File: src/rtl/program_loader_pkg.sv
// Shared definitions for the MiniAlu instruction-store loader.
package program_loader_pkg;

    // Loader control states
    typedef enum logic [2:0] {
        ST_IDLE  = 3'd0,
        ST_COUNT = 3'd1,
        ST_BYTE  = 3'd2,
        ST_WRITE = 3'd3,
        ST_CHECK = 3'd4,
        ST_DONE  = 3'd5,
        ST_ERROR = 3'd6
    } loader_state_t;

    localparam logic [7:0] LDR_HEADER     = 8'hA5;
    localparam int         LDR_INSTR_W    = 28;
    localparam int         BYTES_PER_WORD = 4;

endpackage

File: src/rtl/program_loader_word_packer.sv
// Packs four bytes (MSB first) into one 28-bit instruction word.
// Only the low nibble of the first byte survives; it becomes the opcode.
module loader_word_packer
    import program_loader_pkg::*;
(
    input  logic                   i_clk,
    input  logic                   i_rst_n,
    input  logic                   i_clear,
    input  logic                   i_load,
    input  logic [7:0]             i_byte,
    output logic [LDR_INSTR_W-1:0] o_word_next,
    output logic                   o_first,
    output logic                   o_last
);

    localparam int SHIFT_W = LDR_INSTR_W - 8;

    logic [SHIFT_W-1:0] r_shift;
    logic [1:0]         r_idx;

    // Shift accepted bytes in and track the byte position within the word
    always_ff @(posedge i_clk or negedge i_rst_n) begin
        if (!i_rst_n) begin
            r_shift <= '0;
            r_idx   <= '0;
        end else if (i_clear) begin
            r_shift <= '0;
            r_idx   <= '0;
        end else if (i_load) begin
            r_shift <= {r_shift[SHIFT_W-9:0], i_byte};
            r_idx   <= r_idx + 2'd1;
        end
    end

    // The word as it will be once the current byte is shifted in
    assign o_word_next = {r_shift, i_byte};
    assign o_first     = (r_idx == 2'd0);
    assign o_last      = (r_idx == 2'(BYTES_PER_WORD - 1));

endmodule

File: src/rtl/program_loader.sv
// Writer side of the MiniAlu instruction store: receives framed byte stream,
// writes packed instructions from address 0 and holds the CPU in reset until
// a complete frame with a matching checksum has been loaded.
module program_loader
    import program_loader_pkg::*;
#(
    parameter int         ADDR_W  = 8,
    parameter logic [7:0] HEADER  = LDR_HEADER,
    parameter int         INSTR_W = LDR_INSTR_W
) (
    input  logic               Clock,
    input  logic               Reset,
    input  logic [7:0]         iByte,
    input  logic               iByteValid,
    output logic               oByteReady,
    output logic               oWriteEnable,
    output logic [ADDR_W-1:0]  oWriteAddress,
    output logic [INSTR_W-1:0] oInstruction,
    output logic               oCpuReset,
    output logic               oDone,
    output logic               oError
);

    localparam int                DEPTH    = 2 ** ADDR_W;
    localparam logic [ADDR_W-1:0] ADDR_ONE = ADDR_W'(1);

    loader_state_t       r_state;
    logic                r_ready;
    logic                r_we;
    logic [ADDR_W-1:0]   r_addr;
    logic [INSTR_W-1:0]  r_instr;
    logic                r_cpu_rst;
    logic                r_done;
    logic                r_err;
    logic [7:0]          r_chk;
    logic [7:0]          r_count;
    logic [7:0]          r_words;

    logic                   w_acc;
    logic                   w_clear;
    logic                   w_load;
    logic [LDR_INSTR_W-1:0] w_word_next;
    logic                   w_first;
    logic                   w_last;

    assign w_acc   = iByteValid & r_ready;
    assign w_clear = w_acc & (r_state == ST_COUNT);
    assign w_load  = w_acc & (r_state == ST_BYTE);

    loader_word_packer u_packer (
        .i_clk       (Clock),
        .i_rst_n     (Reset),
        .i_clear     (w_clear),
        .i_load      (w_load),
        .i_byte      (iByte),
        .o_word_next (w_word_next),
        .o_first     (w_first),
        .o_last      (w_last)
    );

    // Frame FSM with registered outputs, address/word counters and checksum
    always_ff @(posedge Clock or negedge Reset) begin
        if (!Reset) begin
            r_state   <= ST_IDLE;
            r_ready   <= 1'b1;
            r_we      <= 1'b0;
            r_addr    <= '0;
            r_instr   <= '0;
            r_cpu_rst <= 1'b1;
            r_done    <= 1'b0;
            r_err     <= 1'b0;
            r_chk     <= '0;
            r_count   <= '0;
            r_words   <= '0;
        end else begin
            r_we <= 1'b0;
            case (r_state)
                ST_IDLE, ST_DONE, ST_ERROR: begin
                    // Only a header starts (or restarts) a load; anything else is dropped
                    if (w_acc && (iByte == HEADER)) begin
                        r_state   <= ST_COUNT;
                        r_cpu_rst <= 1'b1;
                        r_done    <= 1'b0;
                        r_err     <= 1'b0;
                        r_chk     <= '0;
                    end
                end
                ST_COUNT: begin
                    if (w_acc) begin
                        r_count <= iByte;
                        r_chk   <= r_chk ^ iByte;
                        r_addr  <= '0;
                        r_words <= '0;
                        if (int'(iByte) > DEPTH) begin
                            r_state <= ST_ERROR;
                            r_err   <= 1'b1;
                        end else if (iByte == 8'd0) begin
                            r_state <= ST_CHECK;
                        end else begin
                            r_state <= ST_BYTE;
                        end
                    end
                end
                ST_BYTE: begin
                    if (w_acc) begin
                        r_chk <= r_chk ^ iByte;
                        // Opcode is 4 bits: a non-zero upper nibble is a malformed word
                        if (w_first && (iByte[7:4] != 4'd0)) begin
                            r_state <= ST_ERROR;
                            r_err   <= 1'b1;
                        end else if (w_last) begin
                            r_state <= ST_WRITE;
                            r_ready <= 1'b0;
                            r_we    <= 1'b1;
                            r_instr <= w_word_next;
                        end
                    end
                end
                ST_WRITE: begin
                    r_ready <= 1'b1;
                    r_addr  <= r_addr + ADDR_ONE;
                    r_words <= r_words + 8'd1;
                    if ((r_words + 8'd1) == r_count) begin
                        r_state <= ST_CHECK;
                    end else begin
                        r_state <= ST_BYTE;
                    end
                end
                ST_CHECK: begin
                    if (w_acc) begin
                        if (iByte == r_chk) begin
                            r_state   <= ST_DONE;
                            r_done    <= 1'b1;
                            r_cpu_rst <= 1'b0;
                        end else begin
                            r_state <= ST_ERROR;
                            r_err   <= 1'b1;
                        end
                    end
                end
                default: begin
                    r_state <= ST_IDLE;
                end
            endcase
        end
    end

    assign oByteReady    = r_ready;
    assign oWriteEnable  = r_we;
    assign oWriteAddress = r_addr;
    assign oInstruction  = r_instr;
    assign oCpuReset     = r_cpu_rst;
    assign oDone         = r_done;
    assign oError        = r_err;

endmodule

File: config.mk
export PLATFORM = sky130hd
export DESIGN_NAME = program_loader
export DESIGN_NICKNAME = d
export VERILOG_FILES = /design/src/rtl/program_loader_pkg.sv /design/src/rtl/program_loader_word_packer.sv /design/src/rtl/program_loader.sv
export SDC_FILE = /design/constraint.sdc
export NUM_CORES = 1
export LEC_CHECK = 0
export ABC_AREA = 1
export BUFFER_PORTS_ARGS = -buffer_cell sky130_fd_sc_hd__buf_4
export CAP_MARGIN = 10
export CORE_MARGIN = 3
export CORE_UTILIZATION = 53
export CTS_CLUSTER_DIAMETER = 40
export DETAILED_ROUTE_END_ITERATION = 16
export GPL_TIMING_DRIVEN = 0
export PLACE_DENSITY = 0.73
export SLEW_MARGIN = 20
export SYNTH_ARGS = -nofsm -noshare
export SYNTH_HDL_FRONTEND = slang
export SYNTH_HIERARCHICAL = 1
export SYNTH_SLANG_ARGS = --single-unit
File: constraint.sdc
create_clock -name Clock -period 1.8 [get_ports Clock]
set_clock_uncertainty 0.1 [all_clocks]
set_input_delay 0.36 -clock Clock [delete_from_list [all_inputs] [get_ports Clock]]
set_output_delay 0.36 -clock Clock [all_outputs]
set_load 0.005 [all_outputs]
==> impl_results.md <==
* Post-synthesis simple-gate area fraction at 31.9%
* CTS root buffer: clkbuf_8
* CTS tree: built
* CP Launch Type: flop
* Post-synth EDFFs at 0
* Vias in the first global route at 3867
* Failing checks: negative setup slack
* Mapped Area at approximately 0.0044 mm^2
* Xor and xnor area share after synthesis at 2.17%
* Static Leakage at slightly below 3 nW
* Drt first-iter violations at 209
* Clock Tree Buf Depth at 2
* Yosys warnings at 6
* Wire per inst at between 10 and 15 um
* Max VDD drop at 750 uV
* Non-Filler Instances at ~730
* GRT Residual Overflow at 0
* Post-route setup slack at -0.0389 ns
* DIE AREA at 0.00952 mm^2
* WL final at roughly 11000 um
* Layout cell share with drive strength beyond 1 at 24.5%
* Syn_nets at 564
* H-tree levels at 3
* Antenna diodes at 0
* Yosys top cell by area: dfrtp_1
* Gpl congestion at 0.938
* Min-Delay Path Class: input pin to flop
* Die H at ~98 um
* Via count at between 3000 and 4000
* Core ar. at 0.00793 mm^2
* FF+latch count, synth at 90
* Post-route ant nets at 0
* # rows at 32
* Synth Flop Type: dfrtp_1
* Reg clk slew, reported paths at ~0.09 ns
* Netlist cell types at 34
* Synthesis-to-finish area growth at 22.5%
* Largest family of logic cells by synthesized area: simple AND/OR/NAND/NOR gates
* Overall Global Routing Usage at about a quarter
* Register Area at 0.00226 mm^2
* Fraction of the mapped netlist area in adder cells at under 10%
* Post-synthesis mux area share at 0.675%
* Slew Limit Headroom at 64.8%
* Final Hold Viols at 0
* Ports at 52
* Port bufs at just over 50
* # fillers at between 600 and 700
* Least-Margin Pin Slew at 0.527 ns
* Post-layout minimum cycle time at 1.84 ns
* Status: finished with violations
* Fmax at 544 MHz
* Placed cells at 703
* Synth area leaders: dfrtp_1, nand2_1, nand3_1, inv_1, buf_6
* Final period utilization at 102%
* CP Max Fanout at 4
* Ys async rst share at between 90% and 100%
* Nets at 642
* Pre-CTS setup slack at -0.259 ns
* Register area share after synthesis at ~51%
* Largest net degree at the start of global routing at 52
* Initial core utilization at 56.1%
* Area fraction of the dominant cell type after synthesis at roughly half
* Via density at 5.20
* Die span in x at 97.6 um
* Synth Area in Compound Gates at under 10%
* Slew Viols, Final at 0
* Max-Cap Viols at 0
* Area of the multi-input gates at approximately 0.0019 mm^2
* Req. time, crit path at slightly below 2 ns
* Pre-antenna DRT Iters at 5
* DRC Markers at 0
* Clk_lat worst skew at 0.36 ns
* Initial antenna violation count at 0
* RSZ-0062 raised after global routing: yes
* Setup violators final at 2
* First-pass GRT wire length at 18600 um
* CTS Buf Count at 9
* DPL Wire Length at between 7000 and 8000 um
* Arr. time, crit path at around 2.0 ns
* Kind of end point of the critical path: flop
* PD cells at around 1500 mW/mm^2
* Avg Cell Area, Syn at 8.10 um^2
* Sink Count at 90
* Syn Inst Count at 549
* Setup CP Type: flop to flop
-- state kept, by name (all words and copies together) (netlist names) --
signal	cells
r_count	8
u_packer/r_shift	20
oError	1
oByteReady	1
oCpuReset	1
oDone	1
oWriteAddress	8
r_words	8
oInstruction	28
r_chk	8
r_state	3
u_packer/r_idx	2
oWriteEnable	1
-- cells in the mapped netlist (6+ instances only) --
library cell / count
nand4_1: 6
inv_1: 39
nand3_1: 59
buf_4: 9
inv_2: 7
o21ai_0: 19
dfrtp_1: 88
xor2_1: 7
a21oi_1: 6
o21ai_1: 10
buf_6: 9
nand2_1: 223
nor2_1: 22
-- final cells by class --
type,count,share of cell area [%]
timing repair buffer,68,10.0
clock inverter,6,1.36
inverter,46,3.17
buffer,24,3.86
sequential,90,41.5
clock buffer,10,2.34
multi-input combinational,388,35.4
tap,102,2.34
-- cell usage in the layout, fill, tap and decap left out, drive strengths merged --
| cell type | count |
|---|---|
| nand2 | 227 |
| dfrtp | 88 |
| buf | 88 |
| nand3 | 60 |
| inv | 48 |
| o21ai | 30 |
| nor2 | 29 |
| clkbuf | 13 |
| xor2 | 7 |
| a21oi | 6 |
| nand4 | 6 |
| xnor2 | 4 |
| ha | 4 |
| nor3 | 4 |
| mux2i | 3 |
| o22ai | 2 |
| clkinvlp | 2 |
| dfstp | 2 |
| or2 | 1 |
| and2 | 1 |
| nand3b | 1 |
| o31ai | 1 |
| and3 | 1 |
| o211ai | 1 |
| clkinv | 1 |
| bufinv | 1 |
| dlygate4sd3 | 1 |
-- per-stage QoR --
step	hold WS [ns]	TNS (ns)	utilization [%]	power [mW]	area (um^2)
2_1_floorplan	-0.0356	0	-	5.11	4450
3_3_place_gp	0.356	-6.23	62.5	5.88	4960
3_5_place_dp	0.274	-8.41	62.9	6.00	4980
4_1_cts	0.176	0	67.3	7.65	5330
5_1_grt	0.195	-4.01	68.7	8.59	5450
6_report	0.198	-0.0563	68.7	7.97	5450
-- timing repair --
item / in CTS / in global routing
endpoints found under the hold margin: 39 / 0
setup buffers: 9 / 6
hold buffers: 1 / 0
gates resized for setup: 18 / 28
endpoints found under the setup margin: 71 / 74
pin swaps: 9 / 13
-- cell families after synthesis --
| logic type | Yosys count |
|---|---|
| and+or+nand+nor | 330 |
| DFF | 90 |
| buffers and inverters | 71 |
| AOI/OAI and AO/OA | 40 |
| xor gates and xnor gates | 11 |
| adders and majority gates | 4 |
| muxes | 3 |
-- power by group --
part           total, mW  switching, mW  internal, mW
combinational       3.35           1.93          1.42
sequential          3.20          0.561          2.64
clock               1.43          0.766         0.660
total               7.97           3.26          4.71
-- layer usage --
layer  GRT usage [%]  part of all wire (%)
met1            33.1                    46
met2            38.3                    49
met3            3.30                   3.1
met4            8.52                   1.8
met5               0                     0
-- critical path, cell delays in order (launching register included) --
cell,delay [ns]
dfrtp_2,0.46
ha_4,0.27
xnor2_2,0.14
nand2_2,0.10
nor2_2,0.12
nand2_1,0.08
nor2_1,0.10
nand3_1,0.12
nand2_1,0.10
nand2_1,0.06
nand2_1,0.05
nand2_1,0.04
-- worst paths after layout --
kind                            slack (ns)          to        from  cells past startpoint
worst max-delay path                 -0.04  r_state[1]  r_words[0]                     11
min in group asynchronous             0.41  r_words[4]       Reset                      2
max in group asynchronous             0.51   oCpuReset       Reset                      3
worst max register to register       -0.04  r_state[1]  r_words[0]                     11
worst min register to register        0.37   oCpuReset   oCpuReset                      2
worst min-delay path                  0.20  r_count[6]    iByte[6]                      3
No activity file was read; power rests on OpenSTA's default activity.
